==> src/rtl/bcd_tick_counter.sv <==
// bcd_tick_counter: prescaled BCD up/down counter with per-digit seven-segment outputs; define BCD_TICK_COUNTER_SATURATE_EN to saturate instead of wrap.
module bcd_tick_counter #(
  parameter int DIGITS   = 2,
  parameter int TICK_DIV = 50000000
) (
  input  logic                  clk,
  input  logic                  rst,
  input  logic                  en,
  input  logic                  up_dn,
  input  logic                  clr,
  input  logic                  load,
  input  logic [4*DIGITS-1:0]   load_val,
  output logic [4*DIGITS-1:0]   count_bcd,
  output logic [8*DIGITS-1:0]   seg_out,
  output logic                  tick_out,
  output logic                  wrap
);
  localparam int PW = TICK_DIV > 1 ? $clog2(TICK_DIV) : 1;
  logic [PW-1:0] pre;
  logic tick, all9, all0, at_edge;
  logic [4*DIGITS-1:0] inc, dec, ld, nxt;
  assign tick = en && pre == PW'(TICK_DIV - 1);
  always_comb begin
    inc  = count_bcd;
    dec  = count_bcd;
    ld   = load_val;
    all9 = 1'b1;
    all0 = 1'b1;
    for (int i = 0; i < DIGITS; i++) begin
      ld[4*i+:4]  = load_val[4*i+:4] > 4'd9 ? 4'd9 : load_val[4*i+:4];
      inc[4*i+:4] = all9 ? (count_bcd[4*i+:4] == 4'd9 ? 4'd0 : count_bcd[4*i+:4] + 4'd1) : count_bcd[4*i+:4];
      dec[4*i+:4] = all0 ? (count_bcd[4*i+:4] == 4'd0 ? 4'd9 : count_bcd[4*i+:4] - 4'd1) : count_bcd[4*i+:4];
      all9 = all9 && count_bcd[4*i+:4] == 4'd9;
      all0 = all0 && count_bcd[4*i+:4] == 4'd0;
    end
  end
  assign at_edge = up_dn ? all9 : all0;
`ifdef BCD_TICK_COUNTER_SATURATE_EN
  assign nxt = at_edge ? count_bcd : (up_dn ? inc : dec);
`else
  assign nxt = up_dn ? inc : dec;
`endif
  always_ff @(posedge clk or posedge rst) begin
    if (rst) begin
      count_bcd <= '0;
      pre       <= '0;
      tick_out  <= 1'b0;
      wrap      <= 1'b0;
    end else if (clr || load) begin
      count_bcd <= clr ? '0 : ld;
      pre       <= '0;
      tick_out  <= 1'b0;
      wrap      <= 1'b0;
    end else begin
      pre       <= tick ? '0 : (en ? pre + PW'(1) : pre);
      tick_out  <= tick;
      wrap      <= tick && at_edge;
      count_bcd <= tick ? nxt : count_bcd;
    end
  end
  function automatic logic [7:0] seg7(input logic [3:0] d);
    case (d)
      4'd0: seg7 = 8'hC0;
      4'd1: seg7 = 8'hF9;
      4'd2: seg7 = 8'hA4;
      4'd3: seg7 = 8'hB0;
      4'd4: seg7 = 8'h99;
      4'd5: seg7 = 8'h92;
      4'd6: seg7 = 8'h82;
      4'd7: seg7 = 8'hF8;
      4'd8: seg7 = 8'h80;
      4'd9: seg7 = 8'h90;
      default: seg7 = 8'hFF;
    endcase
  endfunction
  for (genvar g = 0; g < DIGITS; g++) begin : g_seg
    assign seg_out[8*g+:8] = seg7(count_bcd[4*g+:4]);
  end
endmodule

==> config.mk <==
export PLATFORM = sky130hd
export DESIGN_NAME = bcd_tick_counter
export DESIGN_NICKNAME = d
export VERILOG_FILES = /design/src/rtl/bcd_tick_counter.sv
export SDC_FILE = /design/constraint.sdc
export NUM_CORES = 1
export LEC_CHECK = 0
export ABC_AREA = 1
export BUFFER_PORTS_ARGS = -buffer_cell sky130_fd_sc_hd__buf_4
export CORE_MARGIN = 1
export CORE_UTILIZATION = 40
export CTS_BUF_LIST = sky130_fd_sc_hd__clkbuf_4 sky130_fd_sc_hd__clkbuf_8 sky130_fd_sc_hd__clkbuf_16
export DETAILED_ROUTE_END_ITERATION = 10
export PLACE_DENSITY = 0.7
export SKIP_CTS_REPAIR_TIMING = 1
export SYNTH_ARGS = -nofsm -noshare
export SYNTH_HDL_FRONTEND = slang
export SYNTH_SLANG_ARGS = --single-unit
==> constraint.sdc <==
create_clock -name clk -period 1.63 [get_ports clk]
set_input_delay 0.163 -clock clk [delete_from_list [all_inputs] [get_ports clk]]
set_output_delay 0.163 -clock clk [all_outputs]
set_load 0.02 [all_outputs]
==> out/results.txt <==
WL final -> 7.57 mm
Endpoints failing hold -> 30
Largest net degree at the start of global routing -> 37
Finished Core Util -> 53.7%
Starting DRT DRC Count -> 171
Post-synthesis mux area share -> 0%
Initial antenna violation count -> 0
Cells after synthesis -> 443
EDFF count, synth -> 0
Crit path required time -> 1.47 ns
First drt pass iteration count -> 5
Finish-stage setup viols -> 2
Die height -> 86.8 um
Main synth FF type -> dfrtp_1
Hold WS -> -0.0234 ns
Clk_skew -> 0.0137 ns
Dpl hpwl -> 5.45 mm
Synth unique cells -> 33
Synthesized area per cell -> 6.49 um2
CTS tree -> built
Maximum VDD drop -> 0.000537 V
CTS Buf Count -> 5
Design Power -> 2.63 mW
Synth Register Bits -> 36
Yosys Warn Count -> 0
Port Buffer Count -> 37
Layout cells sized above 1 -> 27.8%
Slowest CP cell -> dfrtp_1
CTS root buf -> clkbuf_8
Reg clk slew, reported paths -> 0.08 ns
Core Box Area -> 6870 um2
Total track usage -> 20.6%
Fillers -> 678
Die W -> 86.8 um
Placed cell count -> 585
Post-synth top cells -> nand2_1, nor2_1, inv_1
Placed inst area -> 3360 um2
Clk sinks -> 36
Post-Synth Adder-Cell Area -> 4.79%
Count leader, synth -> nand2_1
Clk buf depth -> 2
GP Congestion -> 0.873
Largest family of logic cells by synthesized area -> simple AND/OR/NAND/NOR gates
Via count -> 3030
Grt peak-use layer -> met2
Synth top area share -> 31.3%
Initial cell density of the core -> 41.8%
Crit path arrival time -> 1.49 ns
Pre-CTS setup slack -> 0.0385 ns
Max stage delay on crit path -> 0.41 ns
Worst-path fanout max -> 4
Antenna fix cells -> 0
Worst setup SP type -> flip-flop
Fin Setup TNS -> -0.0411 ns
Row count -> 30
H-Tree Depth -> 2
# DRC -> 0
Pwr dens -> 712 nW/um2
DRT antenna net count -> 0
Final period util -> 102%
CP endpoint kind -> output port
Max Fclk -> 604 MHz
Layout Nets -> 535
Met3 usage -> 4.19%
Crit Path Class -> reg2out
Met1 Usage GRT -> 27.1%
Simple-Gate Fraction of Synth Area -> 43.2%
Crit-path cells -> inv_2, buf_6, ha_4, a21oi_2, o21ai_2, o21ai_2, buf_6
Die area -> 7530 um2
Final Worst Setup Slack -> -0.0245 ns
Number of max-cap violations -> 0
Ports -> 40
Finished Layout Cells -> 606
Met2 usage -> 34.8%
Status -> complete, but fails checks
Fin. max-slew vios -> 0
Async set-reset flop share out of synthesis -> 100%
Part of the Yosys area used for sequential elements -> 31.3%
Clk_lat worst skew -> 0.29 ns
Vias per cell -> 5.00
Synth area leader -> dfrtp_1
Remaining global-route overflow -> 0
Number of global-route vias before repair -> 2821
Minimum clock period -> 1.65 ns
Layout area overhead -> 28.3%
Leakage -> 1.76 nW
Post-route cell area -> 3690 um2
Post-Synth XOR/XNOR Area -> 1.83%
Global-route wire length before repair -> 12.3 mm
Syn Std Cell Area -> 2870 um2
Compound-gate portion of the synthesized area -> 7.75%
Synth area leaders -> dfrtp_1, nand2_1, nor2_1
RSZ-0062 raised after global routing -> true
Worst Hold Class -> in2async
WL/cell -> 12.5 um
Failing checks -> hold timing, setup timing
==> layout make-up <==
type                       instances  area (um2)  share of cell area, %
multi-input combinational        338        1780                   48.3
timing repair buffer              72         584                   15.8
clock inverter                     1        5.00                  0.136
inverter                          57         216                   5.87
sequential                        36         906                   24.6
tap                               96         120                   3.26
clock buffer                       6        76.3                   2.07
==> logic make-up after synthesis <==
kind of cell,after synthesis
flip-flops,36
other,1
adder cells (fa/ha/maj),11
XOR/XNOR,6
AND/OR/NAND/NOR,280
buffers and inverters,70
AO/OA/AOI/OAI,39
==> metal layers <==
metal | wire length (um) | share of wire (%)
met5 | 0 | 0
met3 | 390 | 5.2
met1 | 3480 | 46
met4 | 102 | 1.3
met2 | 3600 | 48
==> layout by cell type, fill, tap and decap left out, types with 2 or more instances in the layout <==
cell type / count
a21oi_1: 8
buf_12: 2
buf_4: 65
buf_6: 5
clkbuf_8: 5
conb_1: 2
dfrtp_1: 32
dfrtp_2: 4
ha_1: 3
ha_2: 5
ha_4: 3
inv_1: 49
inv_2: 6
nand2_1: 126
nand2_2: 15
nand3_1: 38
nand3_2: 5
nand4_1: 10
nor2_1: 61
nor2_2: 9
nor2_4: 3
nor3_1: 9
o211ai_1: 3
o21ai_0: 8
o21ai_1: 7
o21ai_2: 7
o22ai_1: 2
xnor2_1: 2
xor2_1: 4
==> flip-flops by register name, summed over array words and instances (netlist names) <==
| signal | flops |
|---|---|
| pre | 26 |
| tick_out | 1 |
| wrap | 1 |
| count_bcd | 8 |
==> final timing paths <==
path                                    from            to  slack, ns  depth (start not counted)
worst max register to register  count_bcd[0]  count_bcd[2]       0.06                          9
worst min-delay path                     rst        pre[6]      -0.02                          3
min in group clk                 load_val[3]  count_bcd[3]       0.15                          3
worst max-delay path            count_bcd[0]    seg_out[4]      -0.02                          7
worst min register to register  count_bcd[3]  count_bcd[3]       0.56                          2
max in group asynchronous                rst  count_bcd[5]       1.26                          3
==> where the power goes <==
part	switching [mW]	total, mW	internal [mW]
clock	0.328	0.636	0.308
combinational	0.561	1.01	0.453
sequential	0.0463	0.977	0.931
==> worst max-delay path: cells and delay by family, from the launching register on <==
family | cells | cell delay (ns)
AO/OA/AOI/OAI | 3 | 0.28
buffers and inverters | 3 | 0.35
adder cells (fa/ha/maj) | 1 | 0.15
flip-flops | 1 | 0.41
Power figures use the tool's default switching activity.
